### config.mk
export PLATFORM = sky130hd
export DESIGN_NAME = uart_tx_fifo
export DESIGN_NICKNAME = d
export VERILOG_FILES = /design/src/rtl/uart_tx_fifo.sv
export SDC_FILE = /design/constraint.sdc
export NUM_CORES = 1
export LEC_CHECK = 0
export ABC_CLOCK_PERIOD_IN_PS = 6700
export BUFFER_PORTS_ARGS = -buffer_cell sky130_fd_sc_hd__buf_2
export CAP_MARGIN = 20
export CORE_MARGIN = 3
export CORE_UTILIZATION = 51
export CTS_CLUSTER_DIAMETER = 40
export CTS_CLUSTER_SIZE = 30
export DETAILED_ROUTE_END_ITERATION = 8
export GPL_ROUTABILITY_DRIVEN = 0
export GPL_TIMING_DRIVEN = 0
export PLACE_DENSITY = 0.68
export SYNTH_ARGS = -nofsm -noshare
export SYNTH_HDL_FRONTEND = slang
export SYNTH_SLANG_ARGS = --single-unit
### constraint.sdc
create_clock -name i_Clock -period 6.7 [get_ports i_Clock]
set_input_delay 0.335 -clock i_Clock [delete_from_list [all_inputs] [get_ports i_Clock]]
set_output_delay 0.335 -clock i_Clock [all_outputs]
set_load 0.01 [all_outputs]
### src/rtl/uart_tx_fifo.sv
// Circular byte FIFO feeding a UART transmitter: launches one byte per data-valid pulse,
// waits for the transmitter's done pulse plus one cleanup cycle before the next launch.
`timescale 1ns/1ps
module uart_tx_fifo #(
    parameter int DEPTH      = 16,
    parameter int ADDR_WIDTH = 4
) (
    input  logic                  i_Clock,
    input  logic                  i_Rst_L,
    input  logic                  i_Wr_DV,
    input  logic [7:0]            i_Wr_Byte,
    output logic                  o_Full,
    output logic                  o_Empty,
    output logic [ADDR_WIDTH:0]   o_Count,
    output logic                  o_Overflow,
    output logic                  o_Busy,
    output logic                  o_TX_DV,
    output logic [7:0]            o_TX_Byte,
    input  logic                  i_TX_Active,
    input  logic                  i_TX_Done
);

    typedef enum logic [1:0] {S_IDLE, S_LAUNCH, S_WAIT_DONE, S_GAP} state_t;

    localparam logic [ADDR_WIDTH:0] FULL_CNT = (ADDR_WIDTH+1)'(DEPTH);

    state_t                state;
    logic [7:0]            mem [DEPTH];
    logic [ADDR_WIDTH-1:0] wr_ptr, rd_ptr;
    logic [ADDR_WIDTH:0]   count_nxt;
    logic                  wr_en, pop;

    assign wr_en  = i_Wr_DV && !o_Full;
    // Never launch into a transmitter that is still busy; it would ignore the pulse.
    assign pop    = (state == S_IDLE) && !o_Empty && !i_TX_Active;
    assign o_Busy = (state != S_IDLE) || !o_Empty;

    always_comb begin
        count_nxt = o_Count;
        case ({wr_en, pop})
            2'b10:   count_nxt = o_Count + 1'b1;
            2'b01:   count_nxt = o_Count - 1'b1;
            default: count_nxt = o_Count;
        endcase
    end

    always_ff @(posedge i_Clock) begin
        if (wr_en)
            mem[wr_ptr] <= i_Wr_Byte;
    end

    always_ff @(posedge i_Clock or negedge i_Rst_L) begin
        if (!i_Rst_L) begin
            wr_ptr     <= '0;
            rd_ptr     <= '0;
            o_Count    <= '0;
            o_Full     <= 1'b0;
            o_Empty    <= 1'b1;
            o_Overflow <= 1'b0;
            o_TX_DV    <= 1'b0;
            o_TX_Byte  <= 8'h00;
            state      <= S_IDLE;
        end else begin
            o_Count    <= count_nxt;
            o_Full     <= (count_nxt == FULL_CNT);
            o_Empty    <= (count_nxt == '0);
            o_Overflow <= i_Wr_DV && o_Full;
            if (wr_en)
                wr_ptr <= wr_ptr + 1'b1;
            case (state)
                S_IDLE: begin
                    if (pop) begin
                        o_TX_DV   <= 1'b1;
                        o_TX_Byte <= mem[rd_ptr];
                        rd_ptr    <= rd_ptr + 1'b1;
                        state     <= S_LAUNCH;
                    end
                end
                S_LAUNCH: begin
                    o_TX_DV <= 1'b0;
                    state   <= S_WAIT_DONE;
                end
                S_WAIT_DONE: begin
                    if (i_TX_Done)
                        state <= S_GAP;
                end
                S_GAP:   state <= S_IDLE;
                default: state <= S_IDLE;
            endcase
        end
    end

endmodule

# Word level (Yosys, flattened, before mapping)
# Memory sizes are Yosys's and may differ from the RTL's. A register that Yosys moved wholly into a read port is not among the register bits.
# Cells that the tools add are included.
op_classes:
  addsub: 4
  n_eq_ne: 8
  n_mux: 8
  reduce_logical: 16
op_table:
  columns: ["operator", "n"]
  rows:
  - ["one-hot mux 5 bit (2 select lines)", 1]
  - ["adder 4 x 1 -> 4 bit, second input constant", 2]
  - ["one-hot mux 2 bit (4 select lines)", 1]
  - ["equality test 2 bit, second input constant", 3]
  - ["AND reduction 2 bit", 3]
  - ["adder 5 x 1 -> 5 bit, second input constant", 1]
  - ["equality test 5 bit, second input constant", 1]
  - ["logical NOT 5 bit", 1]
  - ["subtractor 5 x 1 -> 5 bit, second input constant", 1]
  - ["equality test 2 x 1 -> 1 bit, second input constant", 2]
  - ["logical AND 1 bit", 4]
  - ["logical NOT 1 bit", 4]
  - ["two-way mux 2 bit", 2]
  - ["inequality test 2 bit, second input constant", 2]
  - ["nonzero test 2 bit", 2]
  - ["two-way mux 1 bit", 3]
  - ["logical NOT 2 bit", 1]
  - ["one-hot mux 1 bit (2 select lines)", 1]
  - ["logical OR 1 bit", 1]
totals:
  ff_bits: 19
  ramBits: 128
  inputBits: 13
  output_inout_bits: 18
  wordCells: 45
  mem_count: 1
memory_table:
  columns: ["name", "depth", "width", "rd", "rd_clocked_by_memory_dff", "write_ports", "line", "text"]
  rows:
  - ["mem", 16, 8, 1, 1, 1, "28", "logic [7:0] mem [DEPTH];"]

# Depth between registers and ports, before layout
# Gate-level depths: netlist of the first run.
logic_depth:
  depth_word: 6
  mapped_depth: 12
  ltp_nobuf: 12

# Least setup slack after synthesis of the first run
# OpenSTA, ideal clock, no wires.
synth_timing:
  path_type: "register to register"
  start: "reg state[0]"
  end: "reg o_Full"
  setup_ns: 0.088
  t_arrival_ns: 2.595
  t_required_ns: 6.612
  path_slack_ns: 4.017
  path_stages_with_launch: 13
  n_path_buf: 0
  period_less_slack_ns: 2.683
  cell_sequence: "dfrtp_1 inv_1 ha_1 or3b_1 clkinv_1 nand2_2 inv_1 ha_1 a21o_1 a221oi_1 o211ai_1 xnor2_1 nor3b_1"
synth_between:
  elab_chain_cells: 6
  word_cells_on_any_way: 7
  cone_classes: "eq/ne (3); mux (1); reduce/logical (3)"
synth_rtl:
  columns: ["element", "line", "text"]
  rows:
  - ["start: declaration", "27", "state_t state;"]
  - ["start signal: assignment", "62", "state <= S_IDLE;"]
  - ["start signal: assignment", "76", "state <= S_LAUNCH;"]
  - ["start signal: assignment", "81", "state <= S_WAIT_DONE;"]
  - ["logical NOT 2 bit (*)", "35", "assign pop = (state == S_IDLE) && !o_Empty && !i_TX_Active;"]
  - ["logical AND 1 bit (*) (2 in series)", "35", null]
  - ["equality test 2 x 1 -> 1 bit / equality test 2 bit (equally long branches)", "40", "case ({wr_en, pop})"]
  - ["one-hot mux 5 bit (2 select lines) (*)", "40", null]
  - ["net count_nxt[4]", "30", "logic [ADDR_WIDTH:0] count_nxt;"]
  - ["equality test 5 bit (*)", "65", "o_Full <= (count_nxt == FULL_CNT);"]
  - ["end signal: assignment", "65", null]
  - ["end: declaration", "12", "output logic o_Full,"]
# The timed path passes the listed nets; every way through them passes the cells marked *.
# A chain may end at the register's enable or synchronous reset.

# Worst setup path after layout of the first run
# Ends and elaborated chain as after synthesis.

==> results of run 1 <==
layout by cell type (no fill, tap or decap), types with 4 or more instances in the layout:
| master | count |
|---|---|
| a21oi_1 | 4 |
| dfrtp_1 | 26 |
| nor3_1 | 11 |
| xnor2_1 | 10 |
| and2_1 | 18 |
| mux4_1 | 8 |
| mux4_2 | 24 |
| edfxtp_1 | 128 |
| nand2_1 | 11 |
| mux2i_1 | 9 |
| clkinv_1 | 5 |
| o21ai_0 | 5 |
| nor2_1 | 7 |
| clkbuf_16 | 17 |
| ha_1 | 12 |
| clkbuf_1 | 12 |
| inv_1 | 7 |
| mux2_2 | 10 |
| a221o_1 | 8 |
| buf_2 | 33 |
worst paths after layout:
| check | end | slack, ns | depth (start not counted) |
|---|---|---|---|
| max in group asynchronous | o_Count[1] | 5.78 | 2 |
| worst max-delay path | o_Full | 3.54 | 12 |
| worst min register to register | o_TX_Byte[7] | 0.50 | 1 |
| min in group asynchronous | state[1] | 0.50 | 2 |
| worst max register to register | o_Full | 3.54 | 12 |
| worst min-delay path | o_Overflow | 0.14 | 2 |
area by class of cell:
cell class | instances | area (µm²) | share of cell area
clock inverter | 13 | 149 | 0.0203
tap | 168 | 210 | 0.0286
multi-input combinational | 161 | 1740 | 0.237
timing repair buffer | 31 | 160 | 0.0218
buffer | 19 | 106 | 0.0145
clock buffer | 19 | 433 | 0.0589
sequential | 155 | 4520 | 0.615
inverter | 8 | 30.0 | 0.00409
where the power goes:
group          switching, mW  total (mW)  internal, mW
registers             0.0706        1.28          1.21
clock network          0.357       0.938         0.581
logic                  0.518       0.972         0.454
total                  0.946        3.19          2.24
metal layers:
layer / track usage / vias up / wire (µm) / share of wire
met4: 0.0703 / 0 / 211 / 0.017
li1: - / 1463 / - / -
met2: 0.294 / 89 / 6190 / 0.50
met5: 0 / - / 0 / 0
met3: 0.0437 / 17 / 630 / 0.051
met1: 0.274 / 1639 / 5340 / 0.43
state kept, by name, summed over array words and instances (netlist names):
signal / cells
o_TX_Byte: 8
rd_ptr: 4
state: 2
o_TX_DV: 1
wr_ptr: 4
mem: 128
o_Full: 1
o_Empty: 1
o_Count: 5
o_Overflow: 1
cell usage after synthesis, drive strengths merged (2+ instances only):
library cell | n | share of area
inv | 7 | 0.0041
mux2i | 9 | 0.014
buf | 9 | 0.011
nor3 | 11 | 0.0086
a31oi | 2 | 0.0020
dfrtp | 26 | 0.10
and2 | 18 | 0.018
a221o | 8 | 0.013
mux4 | 32 | 0.12
or3b | 2 | 0.0027
mux2 | 10 | 0.018
nor3b | 2 | 0.0023
ha | 12 | 0.023
nand2 | 12 | 0.0074
o21ai | 6 | 0.0047
a21oi | 4 | 0.0031
nand4 | 3 | 0.0029
edfxtp | 128 | 0.60
xnor2 | 10 | 0.014
nor2 | 7 | 0.0041
clkbuf | 10 | 0.0059
kinds of logic (layout without fill, tap and decap cells):
| kind of cell | after synthesis | in the layout |
|---|---|---|
| AOI/OAI and AO/OA | 26 | 26 |
| and+or+nand+nor | 60 | 60 |
| DFF | 155 | 155 |
| buffers and inverters | 27 | 90 |
| muxes | 51 | 51 |
| xor gates and xnor gates | 12 | 12 |
| adders and majority gates | 12 | 12 |
stage by stage:
stage	setup slack (ns)	total power, mW	util
finish	3.54	3.19	0.604
global placement	3.70	2.25	0.556
CTS	3.50	3.22	0.604
floorplan	4.02	1.99	-
global route	3.24	3.36	0.604
detailed placement	3.54	2.28	0.556
worst register-to-register path, stage by stage (launching register included):
cell and delay [ns]:
dfrtp_1 0.40, inv_1 0.13, ha_1 0.22, or3b_1 0.43, clkinv_1 0.21, nand2_2 0.16
inv_1 0.14, ha_1 0.29, a21o_1 0.20, a221oi_1 0.28, o211ai_1 0.15, xnor2_1 0.22
nor3b_1 0.24
==> impl_metrics.json, run 1 <==
{
  "postLayoutCellArea_um2": 7350,
  "ctsHtreeMaxLevel": 4,
  "critical_path_class": "register to register",
  "cp-start-kind": "register",
  "nets": 418,
  "core_um2": 12200,
  "crit_start": "state[0]",
  "fin_tns_setup_ns": 0,
  "fmax_mhz": 316,
  "synth_nets": 368,
  "synth_edf_count": 128,
  "period_needed_ns": 3.16,
  "yosysSeqAreaShare": 0.706,
  "p_leak_nw": 2.61,
  "worstPathBufferInverterCount": 3,
  "rows": 40,
  "clock_path_buffers": 2,
  "wire_per_inst_um": 21.5,
  "synthSimpleGateAreaFrac": 0.0508,
  "ant_nets": 0,
  "synth_compound_area_frac": 0.0303,
  "ys_types": 43,
  "synth_top_family_by_area": "multiplexers",
  "synthArstFlopShare": 0.174,
  "syn_avg_cell_area_um2": 18.7,
  "irDropWorstVdd_mv": 0.185,
  "synth_xor_area_frac": 0.0186,
  "max_slew_margin": 0.498,
  "drive_gt1_frac": 0.244,
  "max_stage_delay_ns": 0.43,
  "ys_seq_elements": 155,
  "drc": 0,
  "grt_overflow_total": 0,
  "grt_pass1_vias": 3318,
  "rsz0062_at_grt": "no",
  "drv_slew": 0,
  "critPathSlowestCell": "or3b_1",
  "insertedDiodeCount": 0,
  "drt_iter0_drc": 253,
  "grt_use_total": 0.192,
  "cp.required_ns": 7.02,
  "grt_max_degree": 28,
  "cap_viol_max_count": 0,
  "status": "complete, no violations",
  "syn_area_um2": 6400,
  "synthCells": 343,
  "placedInstanceArea_um2": 6760,
  "root_buffer": "clkbuf_16",
  "cts.clk_slew.worst_paths_ns": 0.06,
  "grt_first_pass_wirelength_um": 19600,
  "numCtsBuffers": 17,
  "setup_violations": 0,
  "hold_path_class": "input pin to register",
  "min_from": "i_Wr_DV",
  "cp_cell_sequence": "inv_1, ha_1, or3b_1, clkinv_1, nand2_2, inv_1, ha_1, a21o_1, a221oi_1, o211ai_1, xnor2_1, nor3b_1",
  "vias": 3208,
  "clock_skew_ns": 0.00520,
  "synthAdderAreaFrac": 0.0235,
  "cts-resized-gates": 0,
  "drt-total-wl_um": 12400,
  "final_hold_viol_count": 0,
  "pwr_density_cell_nw_per_um2": 434,
  "post-cts-setup-buffers": 0,
  "cp-end-kind": "register",
  "timing.rr.start": "state[0]",
  "die_w_um": 118,
  "clk_latency_ns": 0.41,
  "tightest_slew_ns": 0.753,
  "cts_tree": "done",
  "syn2layout_area_growth_pct": 14.9,
  "start_util": 0.526,
  "synthMuxAreaShare": 0.149,
  "drt-pass1-iter-count": 5,
  "via_per_inst": 5.59,
  "cts_sinks": 155,
  "numPortBuffers": 30,
  "die-area_um2": 13900,
  "antenna_found_initial": 0,
  "hold_ws_ns": 0.145,
  "yosysWarnings": 0,
  "critPathTopFamily": "simple AND/OR/NAND/NOR gates",
  "stdcell_count": 574,
  "die_h_um": 118,
  "cp_max_fo": 8,
  "period_share": 0.472,
  "yosys_most_used_dff": "edfxtp_1",
  "dp.cells": 541,
  "nFillCells": 900,
  "postCtsHoldBufs": 1,
  "dp_hpwl_um": 7850,
  "crit_arrival_ns": 3.48,
  "io_pins": 31
}
Note: power is estimated with default switching activity, not from simulation.
==> run 2: changes to the inputs <==
- ABC_CLOCK_PERIOD_IN_PS: 6700 -> 3100
- clock period: 6.7 -> 3.1 ns (I/O delays scaled with it)
==> impl_metrics.json, run 2 (same netlist as run 1, synthesis figures left out) <==
{
  "start_util": 0.526,
  "core_um2": 12200,
  "drt-pass1-iter-count": 5,
  "fin_tns_setup_ns": 0,
  "reg.largest.list": "mem: 128 flops, o_TX_Byte: 8 flops, o_Count: 5 flops",
  "ant_nets": 0,
  "drive_gt1_frac": 0.258,
  "period_share": 0.929,
  "rows": 40,
  "antenna_found_initial": 0,
  "grt_first_pass_wirelength_um": 19600,
  "drt_iter0_drc": 295,
  "period_needed_ns": 2.88,
  "grt_use_total": 0.193,
  "dp_hpwl_um": 7850,
  "cap_viol_max_count": 0,
  "status": "complete, no violations",
  "vias": 3248,
  "die_h_um": 118,
  "wire_per_inst_um": 21.6,
  "setup_violations": 0,
  "numCtsBuffers": 17,
  "tightest_slew_ns": 0.749,
  "drc": 0,
  "die-area_um2": 13900,
  "clock_skew_ns": 0.00500,
  "cp.required_ns": 3.43,
  "cp-start-kind": "register",
  "timing.rr.start": "state[1]",
  "grt_overflow_total": 0,
  "die_w_um": 118,
  "cp_max_fo": 8,
  "multiInputGateArea_um2": 1760,
  "cts_tree": "done",
  "insertedDiodeCount": 0,
  "crit_arrival_ns": 3.21,
  "nets": 419,
  "clock_path_buffers": 2,
  "hold_path_class": "input pin to register",
  "dp.cells": 541,
  "seqCellArea_um2": 4520,
  "largest-register": "mem",
  "reg2reg_depth": 12,
  "cp-end-kind": "register",
  "rsz0062_at_grt": "no",
  "regToRegSetupSlack_ns": 0.22,
  "ctsHtreeMaxLevel": 4,
  "pwr_density_cell_nw_per_um2": 937,
  "max_slew_margin": 0.501,
  "irDropWorstVdd_mv": 0.400,
  "critical_path_class": "register to register",
  "largest_register_ffs": 128,
  "final_hold_viol_count": 0,
  "grt_max_degree": 28,
  "io_pins": 31,
  "layout_commonest_cell": "edfxtp_1",
  "grt_pass1_vias": 3322,
  "reg2reg_to": "o_Full",
  "numPortBuffers": 30,
  "cts.clk_slew.worst_paths_ns": 0.06,
  "endpoint": "o_Full",
  "syn2layout_area_growth_pct": 15.4,
  "nFillCells": 898,
  "drv_slew": 0,
  "via_per_inst": 5.65,
  "crit_start": "state[1]",
  "fmax_mhz": 347,
  "cts_sinks": 155,
  "final_cell_mix": "edfxtp_1, buf_2, dfrtp_1",
  "stdcell_count": 575,
  "root_buffer": "clkbuf_16",
  "drt-total-wl_um": 12400,
  "p_leak_nw": 2.62,
  "clk_latency_ns": 0.41
}
run 2: how the worst min path moves through the flow:
| stage | start | end | slack [ns] | cells past startpoint |
|---|---|---|---|---|
| after global placement | i_Rst_L | state[1] | 0.21 | 1 |
| after detailed placement | i_Rst_L | state[1] | 0.21 | 1 |
| after global routing | i_Wr_Byte[2] | mem[3][2] | 0.14 | 1 |
| final | i_Wr_Byte[2] | mem[1][2] | 0.13 | 1 |
| after floorplan | i_Rst_L | o_Count[0] | -0.14 | 0 |
| after CTS | i_Wr_Byte[2] | mem[3][2] | 0.12 | 1 |
run 2: worst max-delay path, cell delays in order, from the launching register on:
cell	delay, ns
dfrtp_1	0.40
inv_1	0.12
ha_2	0.21
or3b_4	0.43
inv_6	0.12
nand2_4	0.09
inv_2	0.09
ha_1	0.28
a21o_1	0.19
a221oi_1	0.28
o211ai_1	0.15
xnor2_1	0.25
nor3b_2	0.21
run 2: area by class of cell:
class                   instances  share of cell area
plain buffers                  19              0.0144
clock buffers                  19              0.0587
clock inverters                13              0.0202
inverters                       8             0.00475
multi-input cells             161               0.238
flip-flops and latches        155               0.612
well taps                     168              0.0285
repair buffers                 32              0.0231
run 2: where the power goes:
part / internal [mW] / leakage, nW / switching, mW
clock: 1.26 / 0.281 / 0.776
combinational: 0.994 / 0.856 / 1.12
sequential: 2.61 / 1.49 / 0.157
run 2: per-layer routing:
metal  GRT usage  vias up  routed length (µm)
li1            -     1471                   -
met1       0.275     1678                5490
met2       0.294       83                6210
met3      0.0437       16                 486
met4      0.0703        0                 210
met5           0        -                   0
run 2: stage by stage:
| stage | worst slack (ns) | area, µm² | power, mW | util | hold slack (ns) |
|---|---|---|---|---|---|
| 2_1_floorplan | 0.417 | 6400 | 4.29 | - | -0.141 |
| 3_3_place_gp | 0.102 | 6760 | 4.86 | 0.556 | 0.208 |
| 3_5_place_dp | -0.0562 | 6760 | 4.92 | 0.556 | 0.211 |
| 4_1_cts | 0.0378 | 7370 | 6.96 | 0.606 | 0.124 |
| 5_1_grt | 0.00431 | 7380 | 7.28 | 0.607 | 0.137 |
| 6_report | 0.219 | 7380 | 6.91 | 0.607 | 0.132 |
run 2: repair_timing:
| item | 4_1_cts | 5_1_grt |
|---|---|---|
| pin swaps | 0 | 1 |
| endpoints found under the hold margin | 27 | 0 |
| buffers inserted | 0 | 0 |
| gates resized for setup | 2 | 7 |
| setup endpoints to repair | 1 | 3 |
| hold buffers | 2 | 0 |
==> run 3: changes to the inputs <==
- CORE_MARGIN: 3 -> 1.5
==> impl_metrics.json, run 3 (same netlist as run 1, synthesis figures left out) <==
{
  "period_needed_ns": 2.90,
  "clock_path_buffers": 2,
  "highest_layer": "met4",
  "m1WireLength_um": 5300,
  "drt-pass1-iter-count": 4,
  "wire_per_inst_um": 21.1,
  "status": "complete, no violations",
  "fmax_mhz": 345,
  "cp_max_fo": 6,
  "grt_pass1_vias": 3298,
  "grt_max_degree": 28,
  "min_from": "i_Wr_Byte[4]",
  "die-area_um2": 13200,
  "placedInstanceArea_um2": 6760,
  "vias": 3217,
  "grt_use_total": 0.203,
  "p_leak_nw": 2.66,
  "final_cell_mix": "edfxtp_1, buf_2, dfrtp_1",
  "timing.rr.start": "state[1]",
  "worst_path_most_repeated_cell": "inv_2",
  "drt-total-wl_um": 12200,
  "max_stage_delay_ns": 0.42,
  "dr_wl_met3_um": 588,
  "min_path_cells": 1,
  "reg2reg_to": "o_Full",
  "max_slew_margin": 0.456,
  "cap_viol_max_count": 0,
  "cts_sinks": 155,
  "ctsHtreeMaxLevel": 4,
  "irDropWorstVdd_mv": 0.513,
  "dp_hpwl_um": 7840,
  "setup_violations": 0,
  "drv_slew": 0,
  "dp.cells": 541,
  "worstPathBufferInverterCount": 3,
  "hold_end": "mem[0][4]",
  "syn2layout_area_growth_pct": 16.5,
  "drive_gt1_frac": 0.271,
  "utilization": 0.616,
  "layout_commonest_cell": "edfxtp_1",
  "pwr_density_cell_nw_per_um2": 957,
  "clock_skew_ns": 0.0183,
  "largest-register": "mem",
  "critPathTopFamily": "simple AND/OR/NAND/NOR gates",
  "cts_tree": "done",
  "via_per_inst": 5.57,
  "postLayoutCellArea_um2": 7460,
  "grt_first_pass_wirelength_um": 19000,
  "critPathSlowestCell": "or3b_4",
  "numCtsBuffers": 17,
  "start_util": 0.528,
  "insertedDiodeCount": 0,
  "nets": 423,
  "ant_nets": 0,
  "io_pins": 31,
  "cp.required_ns": 3.44,
  "cp-end-kind": "register",
  "rows": 40,
  "regToRegSetupSlack_ns": 0.20,
  "final_hold_viol_count": 0,
  "die_w_um": 115,
  "reg2reg_depth": 12,
  "critical_path_class": "register to register",
  "die_h_um": 115,
  "crit_start": "state[1]",
  "core_um2": 12100,
  "wl_met2_um": 6180,
  "cts.clk_slew.worst_paths_ns": 0.06,
  "numPortBuffers": 30,
  "antenna_found_initial": 0,
  "power_mw": 7.14,
  "period_share": 0.934,
  "drc": 0,
  "root_buffer": "clkbuf_16",
  "largest_register_ffs": 128,
  "cp_cell_sequence": "inv_2, ha_2, or3b_4, clkinvlp_4, nand2_4, inv_2, ha_1, a21o_1, a221oi_1, o211ai_1, xnor2_1, nor3b_2",
  "reg.largest.list": "mem: 128 flops, o_TX_Byte: 8 flops, o_Count: 5 flops",
  "grt_overflow_total": 0,
  "crit_arrival_ns": 3.23,
  "stdcell_count": 578,
  "drt_iter0_drc": 323,
  "tightest_slew_ns": 0.816,
  "cp-start-kind": "register",
  "hold_path_class": "input pin to register",
  "clk_latency_ns": 0.42
}
[run 3: cell types whose count changed in the layout (fill, tap and decap cells not counted)]
cell        before  now
bufinv_16        3    5
clkinvlp_4       1    2
buf_4            0    4
inv_2            2    3
clkinv_1         4    1
clkinv_2         2    1
inv_1            5    4
clkinv_4         2    1
clkbuf_1        12   13
[run 3: final cells by class]
| type | count | area, µm² |
|---|---|---|
| Buffer | 19 | 106 |
| Clock buffer | 20 | 437 |
| Clock inverter | 11 | 193 |
| Fill cell | 874 | 4650 |
| Inverter | 8 | 33.8 |
| Multi-Input combinational cell | 161 | 1760 |
| Sequential cell | 155 | 4520 |
| Tap cell | 168 | 210 |
| Timing Repair Buffer | 36 | 200 |
[run 3: repair_timing]
action / 4_1_cts / 5_1_grt
setup buffers: 0 / 4
gates resized for setup: 0 / 8
endpoints found under the hold margin: 27 / 0
hold buffers: 2 / 0
endpoints found under the setup margin: 0 / 3
[run 3: worst max-delay path by stage]
stage / end / slack [ns] / cells past startpoint
2_1_floorplan: o_Full / 0.42 / 12
3_3_place_gp: o_Full / 0.13 / 12
3_5_place_dp: o_Full / 0.04 / 12
4_1_cts: o_Full / 0.02 / 12
5_1_grt: o_Full / -0.05 / 12
6_report: o_Full / 0.20 / 12
[run 3: where the power goes]
part | internal [mW] | total, mW | switching [mW] | leakage [nW]
Clock | 1.43 | 2.21 | 0.789 | 0.303
Combinational | 1.02 | 2.16 | 1.14 | 0.870
Sequential | 2.61 | 2.76 | 0.153 | 1.49
Total | 5.05 | 7.14 | 2.09 | 2.66
[run 3: worst reg2reg max path, cell delays in order, from the launching register on]
cell and delay (ns):
dfrtp_1 0.40, inv_2 0.09, ha_2 0.21, or3b_4 0.43, clkinvlp_4 0.15, nand2_4 0.10
inv_2 0.09, ha_1 0.28, a21o_1 0.20, a221oi_1 0.29, o211ai_1 0.15, xnor2_1 0.25
nor3b_2 0.20
[run 3: routing by layer]
metal / up-vias / global-route usage
met1: 1644 / 0.279
met5: - / 0
li1: 1469 / -
met2: 89 / 0.322
met4: 0 / 0.0716
met3: 15 / 0.0464
[run 3: through the flow]
step | hold slack [ns] | setup WS [ns] | TNS, ns
finish | 0.123 | 0.205 | 0
global route | 0.136 | -0.0489 | -0.0489
CTS | 0.127 | 0.0200 | 0
detailed placement | 0.199 | 0.0408 | 0
global placement | 0.203 | 0.126 | 0
floorplan | -0.141 | 0.417 | 0
